===== src/rtl/sd_cmd_engine_if.sv =====
// Command/response and byte-shifter signals of the SD command engine, bundled as one interface.
// The engine is the slave; the upstream controller plus SPI shifter form the master side.
interface sd_cmd_engine_if #(
    parameter int MAX_EXTRA = 4
);
    logic                     cmd_valid;
    logic                     cmd_ready;
    logic [5:0]               cmd_index;
    logic [31:0]              cmd_arg;
    logic [2:0]               resp_extra;
    logic                     resp_valid;
    logic [7:0]               resp_r1;
    logic [8*MAX_EXTRA-1:0]   resp_data;
    logic                     resp_timeout;
    logic                     cs_assert;
    logic                     xfer_start;
    logic [7:0]               xfer_tx;
    logic                     xfer_done;
    logic [7:0]               xfer_rx;

    modport slave (
        input  cmd_valid, cmd_index, cmd_arg, resp_extra, xfer_done, xfer_rx,
        output cmd_ready, resp_valid, resp_r1, resp_data, resp_timeout,
               cs_assert, xfer_start, xfer_tx
    );

    modport master (
        output cmd_valid, cmd_index, cmd_arg, resp_extra, xfer_done, xfer_rx,
        input  cmd_ready, resp_valid, resp_r1, resp_data, resp_timeout,
               cs_assert, xfer_start, xfer_tx
    );
endinterface


===== src/rtl/sd_cmd_engine.sv =====
// SD SPI command engine: frames index+argument+CRC7 into a 6-byte token, drives it byte by byte
// through the SPI shifter, polls for R1, captures trailing response bytes and reports the result.
module sd_cmd_engine #(
    parameter int RESP_TIMEOUT = 8,
    parameter int MAX_EXTRA    = 4
) (
    input  logic              clk,
    input  logic              rst_n,
    sd_cmd_engine_if.slave    bus
);
    localparam int DW = 8 * MAX_EXTRA;

    typedef enum logic [2:0] {
        S_IDLE, S_PRE, S_SEND, S_POLL, S_DATA, S_TRAIL, S_DONE
    } state_t;

    state_t          state_q, state_d;
    logic [5:0]      idx_q, idx_d;
    logic [31:0]     arg_q, arg_d;
    logic [2:0]      extra_q, extra_d;
    logic [2:0]      cnt_q, cnt_d;
    logic [7:0]      poll_q, poll_d;
    logic [6:0]      crc_q, crc_d;
    logic            pend_q, pend_d;
    logic            start_q, start_d;
    logic [7:0]      tx_q, tx_d;
    logic            cs_q, cs_d;
    logic [7:0]      r1_q, r1_d;
    logic [DW-1:0]   data_q, data_d;
    logic            tmo_q, tmo_d;

    logic [7:0]      frame_byte;
    logic [2:0]      extra_clamped;

    // CRC7 (x^7 + x^3 + 1), MSB first, one byte at a time
    function automatic logic [6:0] crc7_byte(input logic [6:0] crc_in, input logic [7:0] b);
        logic [6:0] c;
        logic       fb;
        c = crc_in;
        for (int i = 7; i >= 0; i--) begin
            fb = c[6] ^ b[i];
            c  = {c[5:0], 1'b0};
            if (fb) c = c ^ 7'h09;
        end
        return c;
    endfunction

    assign extra_clamped = (bus.resp_extra > 3'(MAX_EXTRA)) ? 3'(MAX_EXTRA) : bus.resp_extra;

    always_comb begin
        frame_byte = {crc_q, 1'b1};
        case (cnt_q)
            3'd0:    frame_byte = {2'b01, idx_q};
            3'd1:    frame_byte = arg_q[31:24];
            3'd2:    frame_byte = arg_q[23:16];
            3'd3:    frame_byte = arg_q[15:8];
            3'd4:    frame_byte = arg_q[7:0];
            default: frame_byte = {crc_q, 1'b1};
        endcase
    end

    always_comb begin
        state_d = state_q;
        idx_d   = idx_q;
        arg_d   = arg_q;
        extra_d = extra_q;
        cnt_d   = cnt_q;
        poll_d  = poll_q;
        crc_d   = crc_q;
        pend_d  = pend_q;
        start_d = 1'b0;
        tx_d    = tx_q;
        cs_d    = cs_q;
        r1_d    = r1_q;
        data_d  = data_q;
        tmo_d   = tmo_q;

        case (state_q)
            S_IDLE: begin
                if (bus.cmd_valid) begin
                    idx_d   = bus.cmd_index;
                    arg_d   = bus.cmd_arg;
                    extra_d = extra_clamped;
                    data_d  = '0;
                    tmo_d   = 1'b0;
                    r1_d    = 8'hFF;
                    crc_d   = 7'd0;
                    cnt_d   = 3'd0;
                    cs_d    = 1'b1;
                    state_d = S_PRE;
                end
            end
            S_DONE: begin
                state_d = S_IDLE;
            end
            default: begin
                // One byte in flight at a time: issue when nothing is pending, advance on its done.
                if (!pend_q) begin
                    start_d = 1'b1;
                    pend_d  = 1'b1;
                    tx_d    = (state_q == S_SEND) ? frame_byte : 8'hFF;
                    if (state_q == S_SEND && cnt_q < 3'd5)
                        crc_d = crc7_byte(crc_q, frame_byte);
                end else if (bus.xfer_done) begin
                    pend_d = 1'b0;
                    case (state_q)
                        S_PRE: begin
                            cnt_d   = 3'd0;
                            crc_d   = 7'd0;
                            state_d = S_SEND;
                        end
                        S_SEND: begin
                            if (cnt_q == 3'd5) begin
                                poll_d  = 8'd0;
                                state_d = S_POLL;
                            end else begin
                                cnt_d = cnt_q + 3'd1;
                            end
                        end
                        S_POLL: begin
                            poll_d = poll_q + 8'd1;
                            if (!bus.xfer_rx[7]) begin
                                r1_d = bus.xfer_rx;
                                if (extra_q == 3'd0) begin
                                    cs_d    = 1'b0;
                                    state_d = S_TRAIL;
                                end else begin
                                    cnt_d   = 3'd0;
                                    state_d = S_DATA;
                                end
                            end else if (poll_q + 8'd1 == 8'(RESP_TIMEOUT)) begin
                                tmo_d   = 1'b1;
                                cs_d    = 1'b0;
                                state_d = S_TRAIL;
                            end
                        end
                        S_DATA: begin
                            data_d = DW'({data_q, bus.xfer_rx});
                            cnt_d  = cnt_q + 3'd1;
                            if (cnt_q + 3'd1 == extra_q) begin
                                cs_d    = 1'b0;
                                state_d = S_TRAIL;
                            end
                        end
                        S_TRAIL: begin
                            state_d = S_DONE;
                        end
                        default: begin
                            state_d = S_IDLE;
                        end
                    endcase
                end
            end
        endcase
    end

    always_ff @(posedge clk or negedge rst_n) begin
        if (!rst_n) begin
            state_q <= S_IDLE;
            idx_q   <= '0;
            arg_q   <= '0;
            extra_q <= '0;
            cnt_q   <= '0;
            poll_q  <= '0;
            crc_q   <= '0;
            pend_q  <= 1'b0;
            start_q <= 1'b0;
            tx_q    <= 8'hFF;
            cs_q    <= 1'b0;
            r1_q    <= 8'hFF;
            data_q  <= '0;
            tmo_q   <= 1'b0;
        end else begin
            state_q <= state_d;
            idx_q   <= idx_d;
            arg_q   <= arg_d;
            extra_q <= extra_d;
            cnt_q   <= cnt_d;
            poll_q  <= poll_d;
            crc_q   <= crc_d;
            pend_q  <= pend_d;
            start_q <= start_d;
            tx_q    <= tx_d;
            cs_q    <= cs_d;
            r1_q    <= r1_d;
            data_q  <= data_d;
            tmo_q   <= tmo_d;
        end
    end

    assign bus.cmd_ready    = (state_q == S_IDLE);
    assign bus.resp_valid   = (state_q == S_DONE);
    assign bus.resp_r1      = r1_q;
    assign bus.resp_data    = data_q;
    assign bus.resp_timeout = tmo_q;
    assign bus.cs_assert    = cs_q;
    assign bus.xfer_start   = start_q;
    assign bus.xfer_tx      = tx_q;

endmodule


===== src/flat_wrapper.sv =====
// flat-port wrapper written by rule: the top's interface ports become plain ports
module sd_cmd_engine_flat 
#(
    parameter int RESP_TIMEOUT = 8,
    parameter int MAX_EXTRA    = 4
)
  (clk, rst_n, bus_cmd_valid, bus_cmd_index, bus_cmd_arg, bus_resp_extra, bus_xfer_done, bus_xfer_rx, bus_cmd_ready, bus_resp_valid, bus_resp_r1, bus_resp_data, bus_resp_timeout, bus_cs_assert, bus_xfer_start, bus_xfer_tx);
  sd_cmd_engine_if #(.MAX_EXTRA(MAX_EXTRA)) bus_i ();
  input  logic clk;
  input  logic rst_n;
  input wire logic [$bits(bus_i.cmd_valid)-1:0] bus_cmd_valid;
  input wire logic [$bits(bus_i.cmd_index)-1:0] bus_cmd_index;
  input wire logic [$bits(bus_i.cmd_arg)-1:0] bus_cmd_arg;
  input wire logic [$bits(bus_i.resp_extra)-1:0] bus_resp_extra;
  input wire logic [$bits(bus_i.xfer_done)-1:0] bus_xfer_done;
  input wire logic [$bits(bus_i.xfer_rx)-1:0] bus_xfer_rx;
  output wire logic [$bits(bus_i.cmd_ready)-1:0] bus_cmd_ready;
  output wire logic [$bits(bus_i.resp_valid)-1:0] bus_resp_valid;
  output wire logic [$bits(bus_i.resp_r1)-1:0] bus_resp_r1;
  output wire logic [$bits(bus_i.resp_data)-1:0] bus_resp_data;
  output wire logic [$bits(bus_i.resp_timeout)-1:0] bus_resp_timeout;
  output wire logic [$bits(bus_i.cs_assert)-1:0] bus_cs_assert;
  output wire logic [$bits(bus_i.xfer_start)-1:0] bus_xfer_start;
  output wire logic [$bits(bus_i.xfer_tx)-1:0] bus_xfer_tx;
  assign bus_i.cmd_valid = bus_cmd_valid;
  assign bus_i.cmd_index = bus_cmd_index;
  assign bus_i.cmd_arg = bus_cmd_arg;
  assign bus_i.resp_extra = bus_resp_extra;
  assign bus_i.xfer_done = bus_xfer_done;
  assign bus_i.xfer_rx = bus_xfer_rx;
  assign bus_cmd_ready = bus_i.cmd_ready;
  assign bus_resp_valid = bus_i.resp_valid;
  assign bus_resp_r1 = bus_i.resp_r1;
  assign bus_resp_data = bus_i.resp_data;
  assign bus_resp_timeout = bus_i.resp_timeout;
  assign bus_cs_assert = bus_i.cs_assert;
  assign bus_xfer_start = bus_i.xfer_start;
  assign bus_xfer_tx = bus_i.xfer_tx;
  sd_cmd_engine #(.RESP_TIMEOUT(RESP_TIMEOUT), .MAX_EXTRA(MAX_EXTRA)) u_core (.clk(clk), .rst_n(rst_n), .bus(bus_i));
endmodule

===== config.mk =====
export PLATFORM = sky130hd
export DESIGN_NAME = sd_cmd_engine_flat
export DESIGN_NICKNAME = d
export VERILOG_FILES = /design/src/rtl/sd_cmd_engine_if.sv /design/src/rtl/sd_cmd_engine.sv /design/src/flat_wrapper.sv
export SDC_FILE = /design/constraint.sdc
export NUM_CORES = 1
export LEC_CHECK = 0
export CORE_UTILIZATION = 35
export DETAILED_ROUTE_END_ITERATION = 10
export DONT_BUFFER_PORTS = 1
export REMOVE_ABC_BUFFERS = 1
export SETUP_SLACK_MARGIN = 0.5
export SLEW_MARGIN = 20
export SYNTH_ARGS = -nofsm -noshare
export SYNTH_HDL_FRONTEND = slang
export SYNTH_SLANG_ARGS = --single-unit

===== constraint.sdc =====
create_clock -name clk -period 3.9 [get_ports clk]
set_input_delay 0.78 -clock clk [delete_from_list [all_inputs] [get_ports clk]]
set_output_delay 0.78 -clock clk [all_outputs]
set_load 0.05 [all_outputs]

==> impl_metrics.prom <==
# TYPE chip_impl_metric gauge
chip_impl_metric{name="first_global_vias",unit=""} 3963
chip_impl_metric{name="post_synthesis_mean_instance_area",unit="sq um"} 10.1
chip_impl_metric{name="drv_slew",unit=""} 0
chip_impl_metric{name="row_count",unit=""} 45
chip_impl_metric{name="worst-path-buf-inv",unit=""} 1
chip_impl_metric{name="die_area",unit="sq mm"} 0.0161
chip_impl_metric{name="timing.final.crit_share",unit="%"} 75.8
chip_impl_metric{name="area_growth",unit="%"} 13.4
chip_impl_metric{name="utilization",unit="%"} 40.7
chip_impl_metric{name="timing.critical_path.required",unit="ns"} 4.21
chip_impl_metric{name="syn_area",unit="sq mm"} 0.00546
chip_impl_info{name="rsz0062_at_grt",value="no"} 1
chip_impl_metric{name="clkSlewWorstSetupHoldPaths",unit="ns"} 0.05
chip_impl_info{name="critical_path.slowest_cell",value="sky130_fd_sc_hd__or3_1"} 1
chip_impl_metric{name="synth_seq_cells",unit=""} 114
chip_impl_metric{name="timing.max_slew.rel_slack",unit="%"} 26.4
chip_impl_metric{name="drt-initial-drc-count",unit=""} 248
chip_impl_metric{name="antenna_found_initial",unit=""} 0
chip_impl_info{name="synthMostInstantiatedCell",value="sky130_fd_sc_hd__nand2_1"} 1
chip_impl_metric{name="cp_max_fo",unit=""} 16
chip_impl_metric{name="critical_path_arrival",unit="ns"} 3.26
chip_impl_metric{name="gr-usage-all-layers",unit="%"} 16.8
chip_impl_metric{name="fp.dieH",unit="microns"} 127
chip_impl_metric{name="clock_sinks",unit=""} 114
chip_impl_info{name="synth_top_cells_by_count",value="sky130_fd_sc_hd__nand2_1, sky130_fd_sc_hd__dfrtp_1, sky130_fd_sc_hd__nand3_1"} 1
chip_impl_metric{name="dpl.hpwl",unit="microns"} 8970
chip_impl_metric{name="drc_errors",unit=""} 0
chip_impl_metric{name="synth_top_area_share",unit="%"} 45.0
chip_impl_metric{name="count_of_flip_flops_with_a_built_in_enable_after_synthesis",unit=""} 0
chip_impl_metric{name="ctsHtreeMaxLevel",unit=""} 4
chip_impl_metric{name="floorplan.core_area",unit="sq mm"} 0.0152
chip_impl_info{name="status",value="complete, no violations"} 1
chip_impl_metric{name="instances_no_fill",unit=""} 733
chip_impl_metric{name="setup_skew",unit="ns"} 0.00690
chip_impl_metric{name="asyncSetResetFlopFracSynth",unit="%"} 100
chip_impl_metric{name="flop_to_flop_setup_slack",unit="ns"} 0.94
chip_impl_metric{name="reg2regPathDepth",unit=""} 9
chip_impl_metric{name="tritoncts.num_buffers",unit=""} 17
chip_impl_metric{name="placedCellCount",unit=""} 701
chip_impl_metric{name="io_buffer_count",unit=""} 0
chip_impl_metric{name="worst-path-stages",unit=""} 9
chip_impl_info{name="synth-main-ff-cell",value="sky130_fd_sc_hd__dfrtp_1"} 1
chip_impl_metric{name="floorplan.initialDensity",unit="%"} 35.9
chip_impl_info{name="worstReg2RegEnd",value="u_core.crc_q[3]"} 1
chip_impl_metric{name="die_w",unit="microns"} 127
chip_impl_metric{name="cts_setup_buffers",unit=""} 0
chip_impl_info{name="r2r_start",value="u_core.cnt_q[1]"} 1
chip_impl_info{name="critical_path.top_delay_family",value="compound AO/OA/AOI/OAI gates"} 1
chip_impl_metric{name="syn-instance-count",unit=""} 538
chip_impl_metric{name="ioPinCount",unit=""} 106
chip_impl_info{name="hp-class",value="input port to asynchronous set/reset pin"} 1
chip_impl_metric{name="wl_per_cell",unit="microns"} 17.7
chip_impl_metric{name="synth-seq-area-share",unit="%"} 52.7
chip_impl_metric{name="yosysWarnings",unit=""} 0
chip_impl_metric{name="hold_ws",unit="ns"} 0.0510
chip_impl_metric{name="dr.pass1.iters",unit=""} 5
chip_impl_metric{name="design_area",unit="sq mm"} 0.00619
chip_impl_metric{name="postRouteWirelength",unit="microns"} 12900
chip_impl_metric{name="grt_pass1_wl",unit="microns"} 20900
chip_impl_metric{name="fmaxAchievable",unit="GHz"} 0.338
chip_impl_metric{name="placedInstanceArea",unit="sq mm"} 0.00561
chip_impl_info{name="end_kind",value="flip-flop"} 1
chip_impl_metric{name="layout_min_cycle_time",unit="ns"} 2.96
chip_impl_metric{name="finalSetupViolations",unit=""} 0
chip_impl_metric{name="max_cap_viol_count",unit=""} 0
chip_impl_metric{name="maximum_number_of_pins_on_one_net_before_global_route_repair",unit=""} 115
chip_impl_info{name="setup.worst_path.class",value="flip-flop to flip-flop"} 1
chip_impl_info{name="post-synth-top-area-cell",value="sky130_fd_sc_hd__dfrtp_1"} 1
chip_impl_metric{name="max-vdd-ir-drop",unit="mV"} 0.457
chip_impl_metric{name="route.vias.total",unit=""} 4066
chip_impl_metric{name="yosysUniqueCellTypes",unit=""} 55
chip_impl_metric{name="fraction_of_final_layout_cells_with_drive_strength_greater_than_1",unit="%"} 19.4
chip_impl_metric{name="leakage",unit="nW"} 2.80
chip_impl_info{name="synth.top_cells.by_area",value="sky130_fd_sc_hd__dfrtp_1, sky130_fd_sc_hd__mux2_2, sky130_fd_sc_hd__nand2_1"} 1
chip_impl_metric{name="nets",unit=""} 591
chip_impl_info{name="cp-start-kind",value="flip-flop"} 1
chip_impl_info{name="cts_tree",value="built"} 1
chip_impl_metric{name="ctsResizeCount",unit=""} 0
chip_impl_metric{name="gpl_congestion",unit=""} 0.946
chip_impl_metric{name="antenna_violating_nets_post_route",unit=""} 0
chip_impl_metric{name="cellPowerDensity",unit="mW/mm^2"} 961
chip_impl_info{name="crit_chain",value="inv_1 > ha_1 > o21ba_4 > or3_1 > a31oi_1 > o2111ai_1 > nand4_1 > a21o_1 > a32o_1"} 1
chip_impl_metric{name="routed_via_density",unit=""} 5.55
chip_impl_metric{name="antenna_cells_inserted",unit=""} 0
chip_impl_metric{name="worstMarginPinSlew",unit="ns"} 1.10
chip_impl_metric{name="postCtsHoldBufs",unit=""} 0
chip_impl_metric{name="setup_tns",unit="ns"} 0
chip_impl_info{name="root_buffer",value="sky130_fd_sc_hd__clkbuf_16"} 1
chip_impl_metric{name="clock_insertion_delay_worst_skew",unit="ns"} 0.42
chip_impl_metric{name="globalRouteOverflowTotal",unit=""} 0
chip_impl_metric{name="final_report_hold_violation_count",unit=""} 0
chip_impl_metric{name="ctsLongestPathBuffers",unit=""} 2
chip_impl_metric{name="crit_path_max_incr_delay",unit="ns"} 0.50
[layout by cell type (no fill, tap or decap), types with 9 or more instances in the layout]
master                        n
sky130_fd_sc_hd__clkbuf_16   17
sky130_fd_sc_hd__nor2_1      28
sky130_fd_sc_hd__dfstp_2     16
sky130_fd_sc_hd__mux2_2      42
sky130_fd_sc_hd__a21oi_1     15
sky130_fd_sc_hd__dfrtp_1     98
sky130_fd_sc_hd__o21ai_0     22
sky130_fd_sc_hd__nand3_1     47
sky130_fd_sc_hd__nand2_1    113
sky130_fd_sc_hd__xnor2_1      9
[metrics by stage]
| stage | setup WS [ns] | power [mW] |
|---|---|---|
| floorplan | 0.431 | 3.94 |
| global placement | 1.13 | 4.41 |
| detailed placement | 1.01 | 4.48 |
| CTS | 0.966 | 5.97 |
| global route | 0.778 | 6.29 |
| finish | 0.943 | 5.95 |
[final cells by class]
class	instances	area [sq um]
Tap cell	188	235
Clock inverter	10	83.8
Fill cell	1470	9020
Multi-Input combinational cell	386	2430
Sequential cell	114	2870
Clock buffer	22	484
Inverter	6	22.5
Timing Repair Buffer	7	52.6
[power by group]
group          internal, mW  switching [mW]  leakage, nW
clock network         0.934           0.532        0.281
logic                 0.884            1.08         1.09
registers              1.65           0.866         1.43
total                  3.47            2.48         2.80
[worst max path at each step]
stage                                  from               to  slack [ns]
after floorplan           u_core.state_q[2]  u_core.arg_q[0]        0.43
after global placement      u_core.cnt_q[0]  u_core.crc_q[3]        1.13
after detailed placement    u_core.cnt_q[0]  u_core.crc_q[3]        1.01
after CTS                   u_core.cnt_q[0]  u_core.crc_q[3]        0.97
after global routing        u_core.cnt_q[1]  u_core.crc_q[3]        0.78
final                       u_core.cnt_q[1]  u_core.crc_q[3]        0.94
[layer usage]
layer  GRT usage (%)  vias to the layer above  part of all wire [%]  wire (microns)
met2            25.7                      183                    46            6010
met5               0                        -                     0               0
met3            6.20                       21                   8.4            1090
li1                -                     1884                     -               -
met1            21.4                     1978                    44            5670
met4            7.35                        0                   1.3             174
[cell families after synthesis]
group / Yosys count / synth area share (%)
XOR/XNOR: 17 / 3.00
flip-flops: 114 / 52.7
AO/OA/AOI/OAI: 94 / 12.3
multiplexers: 50 / 10.1
AND/OR/NAND/NOR: 219 / 17.6
adder cells (fa/ha/maj): 6 / 1.38
buffers and inverters: 38 / 2.94
[flip-flops by register name (all words and copies together), names as in the netlist]
register,flops
u_core.arg_q,32
u_core.bus.cs_assert,1
u_core.bus.resp_data,32
u_core.bus.resp_r1,8
u_core.bus.resp_timeout,1
u_core.bus.xfer_start,1
u_core.bus.xfer_tx,8
u_core.cnt_q,3
u_core.crc_q,7
u_core.extra_q,3
u_core.idx_q,6
u_core.pend_q,1
u_core.poll_q,8
u_core.state_q,3
Power figures use the tool's default switching activity.
